$ cat src/rtl/matrix_multiply_core3x3_core_bus_write_single_if.sv
// Request and system-bus signal bundle for the core-to-bus single-word write master.
// The master modport is the write block; the slave modport is the core/bus side.
interface matrix_multiply_core3x3_core_bus_write_single_if #(
    parameter int ADDR_W = 32
);
    logic              req_valid;
    logic [ADDR_W-1:0] req_addr;
    logic [31:0]       req_data;
    logic              req_ready;
    logic [ADDR_W-1:0] bus_addr;
    logic [31:0]       bus_wdata;
    logic [3:0]        bus_sel;
    logic              bus_wen;
    logic              bus_ack;
    logic              bus_err;

    modport master (
        input  req_valid, req_addr, req_data, bus_ack, bus_err,
        output req_ready, bus_addr, bus_wdata, bus_sel, bus_wen
    );

    modport slave (
        output req_valid, req_addr, req_data, bus_ack, bus_err,
        input  req_ready, bus_addr, bus_wdata, bus_sel, bus_wen
    );
endinterface

$ cat src/rtl/matrix_multiply_core3x3_core_bus_write_single.sv
// Single-outstanding write master: takes one core write request, issues one bus write,
// waits for ack/err or timeout, then pulses done with a sticky status code.
module matrix_multiply_core3x3_core_bus_write_single #(
    parameter int         ADDR_W  = 32,
    parameter int         TIMEOUT = 255,
    parameter logic [3:0] SEL     = 4'hF
) (
    input  logic system1000,
    input  logic system1000_rst,
    matrix_multiply_core3x3_core_bus_write_single_if.master bif,
    output logic       done,
    output logic [1:0] status,
    output logic       busy
);
    localparam int CNT_W = $clog2(TIMEOUT) + 1;
    localparam logic [CNT_W-1:0] CNT_LAST = CNT_W'(TIMEOUT - 1);

    localparam logic [1:0] ST_OK      = 2'b00;
    localparam logic [1:0] ST_BUS_ERR = 2'b01;
    localparam logic [1:0] ST_TIMEOUT = 2'b10;

    typedef enum logic [1:0] {
        S_IDLE,
        S_ISSUE,
        S_WAIT_ACK,
        S_DONE
    } state_t;

    state_t            state_q, state_d;
    logic [CNT_W-1:0]  cnt_q, cnt_d;
    logic [ADDR_W-1:0] addr_q, addr_d;
    logic [31:0]       wdata_q, wdata_d;
    logic [1:0]        status_q, status_d;
    logic              req_ready_q, req_ready_d;
    logic              wen_q, wen_d;
    logic              done_q, done_d;
    logic              busy_q, busy_d;

    logic       accept;
    logic       resp;
    logic [1:0] resp_status;

    assign accept = bif.req_valid & req_ready_q;
    assign resp   = bif.bus_ack | bif.bus_err;

    // Error outranks ack; with neither present the only way into DONE is the timeout.
    assign resp_status = bif.bus_err ? ST_BUS_ERR : (bif.bus_ack ? ST_OK : ST_TIMEOUT);

    always_ff @(posedge system1000) begin
        if (system1000_rst) begin
            state_q     <= S_IDLE;
            cnt_q       <= '0;
            addr_q      <= '0;
            wdata_q     <= '0;
            status_q    <= ST_OK;
            req_ready_q <= 1'b0;
            wen_q       <= 1'b0;
            done_q      <= 1'b0;
            busy_q      <= 1'b0;
        end else begin
            state_q     <= state_d;
            cnt_q       <= cnt_d;
            addr_q      <= addr_d;
            wdata_q     <= wdata_d;
            status_q    <= status_d;
            req_ready_q <= req_ready_d;
            wen_q       <= wen_d;
            done_q      <= done_d;
            busy_q      <= busy_d;
        end
    end

    always_comb begin
        state_d = state_q;
        cnt_d   = cnt_q;
        addr_d  = addr_q;
        wdata_d = wdata_q;
        case (state_q)
            S_IDLE: begin
                if (accept) begin
                    state_d = S_ISSUE;
                    addr_d  = bif.req_addr;
                    wdata_d = bif.req_data;
                end
            end
            S_ISSUE: begin
                if (resp) begin
                    state_d = S_DONE;
                end else begin
                    state_d = S_WAIT_ACK;
                    cnt_d   = '0;
                end
            end
            S_WAIT_ACK: begin
                if (resp || (cnt_q == CNT_LAST)) begin
                    state_d = S_DONE;
                end else begin
                    cnt_d = cnt_q + CNT_W'(1);
                end
            end
            S_DONE:  state_d = S_IDLE;
            default: state_d = S_IDLE;
        endcase
    end

    // Outputs are registered from the next state so each one lines up with its state.
    always_comb begin
        req_ready_d = (state_d == S_IDLE);
        wen_d       = (state_d == S_ISSUE);
        done_d      = (state_d == S_DONE);
        busy_d      = (state_d != S_IDLE);
        status_d    = (state_d == S_DONE) ? resp_status : status_q;
    end

    assign bif.req_ready = req_ready_q;
    assign bif.bus_addr  = addr_q;
    assign bif.bus_wdata = wdata_q;
    assign bif.bus_sel   = SEL;
    assign bif.bus_wen   = wen_q;
    assign done          = done_q;
    assign status        = status_q;
    assign busy          = busy_q;
endmodule

$ cat src/flat_wrapper.sv
// flat-port wrapper written by rule: the top's interface ports become plain ports
module matrix_multiply_core3x3_core_bus_write_single_flat 
#(
    parameter int         ADDR_W  = 32,
    parameter int         TIMEOUT = 255,
    parameter logic [3:0] SEL     = 4'hF
)
  (system1000, system1000_rst, done, status, busy, bif_req_valid, bif_req_addr, bif_req_data, bif_bus_ack, bif_bus_err, bif_req_ready, bif_bus_addr, bif_bus_wdata, bif_bus_sel, bif_bus_wen);
  matrix_multiply_core3x3_core_bus_write_single_if #(.ADDR_W(ADDR_W)) bif_i ();
  input  logic system1000;
  input  logic system1000_rst;
  output logic done;
  output logic [1:0] status;
  output logic busy;
  input wire logic [$bits(bif_i.req_valid)-1:0] bif_req_valid;
  input wire logic [$bits(bif_i.req_addr)-1:0] bif_req_addr;
  input wire logic [$bits(bif_i.req_data)-1:0] bif_req_data;
  input wire logic [$bits(bif_i.bus_ack)-1:0] bif_bus_ack;
  input wire logic [$bits(bif_i.bus_err)-1:0] bif_bus_err;
  output wire logic [$bits(bif_i.req_ready)-1:0] bif_req_ready;
  output wire logic [$bits(bif_i.bus_addr)-1:0] bif_bus_addr;
  output wire logic [$bits(bif_i.bus_wdata)-1:0] bif_bus_wdata;
  output wire logic [$bits(bif_i.bus_sel)-1:0] bif_bus_sel;
  output wire logic [$bits(bif_i.bus_wen)-1:0] bif_bus_wen;
  assign bif_i.req_valid = bif_req_valid;
  assign bif_i.req_addr = bif_req_addr;
  assign bif_i.req_data = bif_req_data;
  assign bif_i.bus_ack = bif_bus_ack;
  assign bif_i.bus_err = bif_bus_err;
  assign bif_req_ready = bif_i.req_ready;
  assign bif_bus_addr = bif_i.bus_addr;
  assign bif_bus_wdata = bif_i.bus_wdata;
  assign bif_bus_sel = bif_i.bus_sel;
  assign bif_bus_wen = bif_i.bus_wen;
  matrix_multiply_core3x3_core_bus_write_single #(.ADDR_W(ADDR_W), .TIMEOUT(TIMEOUT), .SEL(SEL)) u_core (.system1000(system1000), .system1000_rst(system1000_rst), .bif(bif_i), .done(done), .status(status), .busy(busy));
endmodule
$ cat config.mk
export PLATFORM = sky130hd
export DESIGN_NAME = matrix_multiply_core3x3_core_bus_write_single_flat
export DESIGN_NICKNAME = d
export VERILOG_FILES = /design/src/rtl/matrix_multiply_core3x3_core_bus_write_single_if.sv /design/src/rtl/matrix_multiply_core3x3_core_bus_write_single.sv /design/src/flat_wrapper.sv
export SDC_FILE = /design/constraint.sdc
export NUM_CORES = 1
export LEC_CHECK = 0
export BUFFER_PORTS_ARGS = -buffer_cell sky130_fd_sc_hd__buf_4
export CELL_PAD_IN_SITES_DETAIL_PLACEMENT = 0
export CELL_PAD_IN_SITES_GLOBAL_PLACEMENT = 1
export CORE_MARGIN = 2
export CORE_UTILIZATION = 32
export DETAILED_ROUTE_END_ITERATION = 7
export PLACE_DENSITY = 0.81
export SLEW_MARGIN = 20
export SYNTH_ARGS = -nofsm -noshare
export SYNTH_HDL_FRONTEND = slang
export SYNTH_SLANG_ARGS = --single-unit
$ cat constraint.sdc
create_clock -name system1000 -period 2.4 [get_ports system1000]
set_input_delay 0.24 -clock system1000 [delete_from_list [all_inputs] [get_ports system1000]]
set_output_delay 0.24 -clock system1000 [all_outputs]
set_load 0.05 [all_outputs]
==> reports/qor.yml, run 1 <==
outcome:
  status: "completed"
sta:
  setup_violations: 0
  slew_headroom: 0.6423
  finalCritPeriodShare: 0.8890
  timing.fmax_mhz: 468.7
  worst_slack_ns: 0.2664
  finalHoldViolations: 0
  rsz0062_at_grt: "false"
  skew_ns: 0.008919
  hold_slack_ns: 0.1345
  worst_pin_slew_ns: 0.5309
  maxSlewViolCount: 0
  fin_crit_ns: 2.134
  fin_setup_tns_ns: 0
setup_path:
  crit_type: "reg -> reg"
  cp.arrival_ns: 2.39
  worstReg2RegStart: "u_core.state_q[0]"
  worst_r2r_path_depth: 6
  setup.worst_path.end_class: "flip-flop"
  rrSetupSlack_ns: 0.27
  start_kind: "flip-flop"
  worstPathRequired_ns: 2.66
  worstReg2RegEnd: "u_core.cnt_q[4]"
  timing.critical_path.fanout_max: 16
drt:
  via_per_inst: 4.588
  wl_per_cell_um: 12.43
  ant_nets: 0
  via_count: 2932
  first_pass_iters: 4
  wirelength_um: 7941
  first_iter_violations: 55
  drc: 0
final_layout:
  syn_to_final_growth_pct: 43.57
  ff_latch_area_um2: 1622
  drive_above_1_share: 0.3196
  n_antenna_cell: 0
  finalNetCount: 581
  fillers: 925
  multi_input_area_um2: 1279
placement:
  dp_slack_ns: 0.2892
  gp_congestion: 0.7379
  hpwl_um: 5672
  port_buffers: 138
worst_hold_path:
  min_from: "bif_req_addr[22]"
  hp-class: "in -> reg"
  whs_endpoint: "u_core.bif.bus_addr[22]"
  min_delay_path_depth: 3
floorplanning:
  fp.dieH_um: 101.7
  die_w_um: 101.7
  core.rowCount: 35
  io_pins: 143
  dieArea_um2: 10340
  start_util: 0.3304
  core_um2: 9240
synth:
  yosys-top-cells-area: "dfxtp_1 53%, nand2_1 16%, a21oi_1 12%"
  yosysTopAreaCell: "dfxtp_1"
  ys_seq_elements: 81
  synth_edf_count: 0
  synth.top_cell.area_share: 0.5311
  yosysWarnings: 0
  synthArstFlopShare: 0
  synth.avg_cell_area_um2: 8.098
  yosysSeqAreaShare: 0.5311
  synth-main-ff-cell: "dfxtp_1"
  synth_cells: 377
  synth.distinct_cells: 30
  synth.most_common_cell: "nand2_1"
  netlist_area_um2: 3053
  ys_top_cells_by_count: "134 x nand2_1, 81 x dfxtp_1, 76 x a21oi_1, 19 x clkbuf_1"
clock_tree:
  holdBufCountCts: 0
  clk_latency_ns: 0.34
  clk_pin_slew_worst_paths_ns: 0.08
  cts_buffers: 9
  cts_resized: 0
  postCtsSetupRepairBufs: 0
  htree_levels: 3
  cts_tree: "built"
  cts_root_buf: "clkbuf_8"
  clockBufferDepth: 2
  cts_sinks: 81
global_route:
  grt.total_usage: 0.1515
  grt.met1_usage: 0.1744
  antenna_found_initial: 0
  grt_util_met2: 0.2606
  gr-usage-met3: 0.05038
  grt_pass1_wl_um: 12500
  busiest_layer: "met2"
  grt_max_degree: 40
  grt_overflow: 0
  grt_pass1_vias: 2737
pwr:
  total_leakage_power_uw: 0.001830
  power_density_nw_per_um2: 973.8
  ir_drop_mv: 0.3683
job:
  max_cap_violations: 0
-- cells by family after synthesis --
kind of cell	Yosys count	share of synthesized area
mux	2	0.006967
compound gates	89	0.1549
fa+ha+maj	6	0.02459
other cells	1	0.001228
buf+inv	35	0.05574
simple gates	163	0.2254
flops	81	0.5311
-- metal layers --
layer  up-vias  part of all wire
met2        78              0.49
met3         8             0.066
li1       1500                 -
met1      1346              0.44
met5         -                 0
met4         0             0.010
-- critical path, stage by stage (launching register included) --
cell     delay (ns)
dfxtp_1        0.38
inv_1          0.10
ha_1           0.27
o22ai_1        0.23
nand2_1        0.32
or4_1          0.58
a21oi_1        0.18
-- per-stage QoR --
step	cells	utilization	power, µW	cell area [µm²]
floorplan	380	-	2726	3064
global placement	624	0.4508	3194	4165
detailed placement	624	0.4508	3228	4165
CTS	639	0.4743	4338	4383
global route	639	0.4743	4516	4383
finish	639	0.4743	4268	4383
-- layout make-up --
type	count	area share
Multi-Input combinational cell	264	0.2918
Clock inverter	5	0.01827
Clock buffer	10	0.03140
Sequential cell	81	0.3700
Inverter	6	0.005138
Tap cell	129	0.03683
Timing Repair Buffer	144	0.2466
-- worst max path at each step --
stage | startpoint | slack [ns] | to
CTS | u_core.state_q[0] | 0.27 | u_core.cnt_q[4]
finish | u_core.state_q[0] | 0.27 | u_core.cnt_q[4]
global placement | u_core.state_q[0] | 0.44 | u_core.cnt_q[6]
floorplan | u_core.state_q[0] | 0.59 | u_core.cnt_q[2]
global route | u_core.state_q[0] | 0.06 | u_core.cnt_q[4]
detailed placement | u_core.state_q[0] | 0.29 | u_core.cnt_q[5]
-- power breakdown --
| group | internal, µW | switching [µW] |
|---|---|---|
| Clock | 607 | 477 |
| Sequential | 1520 | 97.3 |
| Combinational | 477 | 1090 |
-- state kept, by name (all words and copies together) (netlist names) --
register              count
u_core.bif.bus_addr      32
u_core.bif.bus_wdata     32
u_core.bif.bus_wen        1
u_core.bif.req_ready      1
u_core.busy               1
u_core.cnt_q              9
u_core.done               1
u_core.state_q            2
u_core.status             2
-- layout by cell type, fill, tap and decap left out, types with 2 or more instances in the layout --
master,count
clkinvlp_4,2
conb_1,4
or4_1,7
nand3_1,3
nor3_1,3
nand4_1,4
ha_1,6
nor2_1,2
and3_1,2
and2_1,2
a21oi_1,76
buf_4,144
inv_1,6
bufinv_16,2
dfxtp_1,81
o31ai_1,7
clkbuf_8,10
o21ai_0,2
nand2_1,134
No activity file was read; power rests on OpenSTA's default activity.
==> run 2: changes to the inputs <==
- CELL_PAD_IN_SITES_DETAIL_PLACEMENT: 0 -> unset
- CELL_PAD_IN_SITES_GLOBAL_PLACEMENT: 1 -> unset
- CORE_UTILIZATION: 32 -> 46
==> reports/qor.yml, run 2 (synthesis gave the netlist of run 1 again) <==
outcome:
  status: "completed"  # unchanged
floorplanning:
  core.rowCount: 29  # was 35
  dieArea_um2: 7304  # was 10340 µm²
  fp.dieH_um: 85.47  # was 101.7 µm
  die_w_um: 85.47  # was 101.7 µm
  start_util: 0.4781  # was 0.3304
  core_um2: 6386  # was 9240 µm²
  io_pins: 143  # unchanged
final_layout:
  syn_to_final_growth_pct: 42.79  # was 43.57%
  fillers: 546  # was 925
  n_antenna_cell: 0  # unchanged
  drive_above_1_share: 0.3170  # was 0.3196
  layout_commonest_cell: "buf_4"  # unchanged
  final_cell_mix: "144 x buf_4, 134 x nand2_1, 81 x dfxtp_1"  # unchanged
  finalNetCount: 581  # unchanged
setup_path:
  timing.critical_path.fanout_max: 16  # unchanged
  setup.worst_path.end_class: "flip-flop"  # unchanged
  crit_type: "reg -> reg"  # unchanged
  cp_slowest_cell: "or4_1"  # unchanged
  worstPathRequired_ns: 2.68  # was 2.66 ns
  start_kind: "flip-flop"  # unchanged
  path_delay_family: "simple AND/OR/NAND/NOR gates"  # unchanged
  worst_r2r_path_depth: 6  # unchanged
  path_buf_inv: 1  # unchanged
  rrSetupSlack_ns: 0.30  # was 0.27 ns
  worstReg2RegStart: "u_core.state_q[0]"  # unchanged
  worstReg2RegEnd: "u_core.cnt_q[4]"  # unchanged
  cp.arrival_ns: 2.38  # was 2.39 ns
  cpPeakStageDelay_ns: 0.59  # was 0.58 ns
  crit_chain: "inv_1 -> ha_1 -> o22ai_1 -> nand2_1 -> or4_1 -> a21oi_1"  # unchanged
worst_hold_path:
  whs_endpoint: "u_core.bif.bus_addr[31]"  # was u_core.bif.bus_addr[22]
  min_from: "bif_req_addr[31]"  # was bif_req_addr[22]
  hp-class: "in -> reg"  # unchanged
  min_delay_path_depth: 3  # unchanged
sta:
  finalCritPeriodShare: 0.8730  # was 0.8890
  worst_pin_slew_ns: 0.5033  # was 0.5309 ns
  timing.fmax_mhz: 477.3  # was 468.7 MHz
  rsz0062_at_grt: "false"  # unchanged
  hold_slack_ns: 0.1307  # was 0.1345 ns
  setup_violations: 0  # unchanged
  finalHoldViolations: 0  # unchanged
  skew_ns: 0.009244  # was 0.008919 ns
  maxSlewViolCount: 0  # unchanged
  fin_setup_tns_ns: 0  # unchanged
  slew_headroom: 0.6609  # was 0.6423
  fin_crit_ns: 2.095  # was 2.134 ns
pwr:
  ir_drop_mv: 0.6306  # was 0.3683 mV
  total_leakage_power_uw: 0.001849  # was 0.001830 µW
  power_density_nw_per_um2: 1023  # was 973.8 nW/µm²
drt:
  ant_nets: 0  # unchanged
  via_per_inst: 5.043  # was 4.588
  first_iter_violations: 123  # was 55
  drc: 0  # unchanged
  wl_per_cell_um: 13.41  # was 12.43 µm
  wirelength_um: 7885  # was 7941 µm
  first_pass_iters: 4  # unchanged
  via_count: 2965  # was 2932
clock_tree:
  cts_sinks: 81  # unchanged
  cts_buffers: 9  # unchanged
  postCtsSetupRepairBufs: 0  # unchanged
  cts_resized: 0  # unchanged
  clk_latency_ns: 0.35  # was 0.34 ns
  holdBufCountCts: 0  # unchanged
  clockBufferDepth: 2  # unchanged
  clk_pin_slew_worst_paths_ns: 0.08  # about the same
  cts_tree: "built"  # unchanged
  cts_root_buf: "clkbuf_8"  # unchanged
  htree_levels: 3  # unchanged
global_route:
  grt.total_usage: 0.2165  # was 0.1515
  antenna_found_initial: 0  # unchanged
  grt_max_degree: 45  # was 40
  grt_overflow: 0  # unchanged
  grt_pass1_wl_um: 12630  # was 12500 µm
  grt_pass1_vias: 2848  # was 2737
placement:
  port_buffers: 138  # unchanged
  hpwl_um: 5567  # was 5672 µm
  gp_congestion: 0.7459  # was 0.7379
job:
  max_cap_violations: 0  # unchanged
## run 2: worst max path at each step
| stage | from | endpoint | cells past startpoint |
|---|---|---|---|
| 5_1_grt | u_core.state_q[0] | u_core.cnt_q[5] | 6 |
| 6_report | u_core.state_q[0] | u_core.cnt_q[4] | 6 |
| 3_5_place_dp | u_core.state_q[0] | u_core.cnt_q[4] | 6 |
| 3_3_place_gp | u_core.state_q[0] | u_core.cnt_q[6] | 6 |
| 2_1_floorplan | u_core.state_q[0] | u_core.cnt_q[2] | 7 |
| 4_1_cts | u_core.state_q[0] | u_core.cnt_q[4] | 6 |
## run 2: power by group
group          leakage (µW)  total [µW]  switching [µW]  internal [µW]
clock              0.000124        1280             483            798
sequential         0.000657        1620            98.3           1520
combinational       0.00107        1560            1080            477
total               0.00185        4460            1660           2800
## run 2: area by class of cell
class                      instances  area [µm²]  share of cell area
sequential                        81        1622              0.3720
multi-input combinational        264        1279              0.2933
tap                               77       96.34             0.02210
inverter                           6       22.52            0.005166
clock buffer                      11       131.4             0.03014
clock inverter                     5       127.6             0.02928
timing repair buffer             144        1081              0.2480
## run 2: layer usage
layer,GRT usage,routed length [µm]
met5,0,0
met4,0.09091,127
met3,0.07296,626
met2,0.3643,3887
met1,0.2514,3243
## run 2: metrics by stage
stage	setup WS [ns]	instance area, µm²	power (µW)	std cells	util
floorplan	0.5876	3064	2726	380	-
global placement	0.4696	4100	3172	572	0.6420
detailed placement	0.3400	4100	3215	572	0.6420
CTS	0.3236	4359	4491	588	0.6826
global route	0.1139	4359	4676	588	0.6826
finish	0.3048	4359	4459	588	0.6826
## run 2: worst min-delay path: stages
cell,delay [ns]
buf_4,0.11
nand2_1,0.04
a21oi_1,0.05
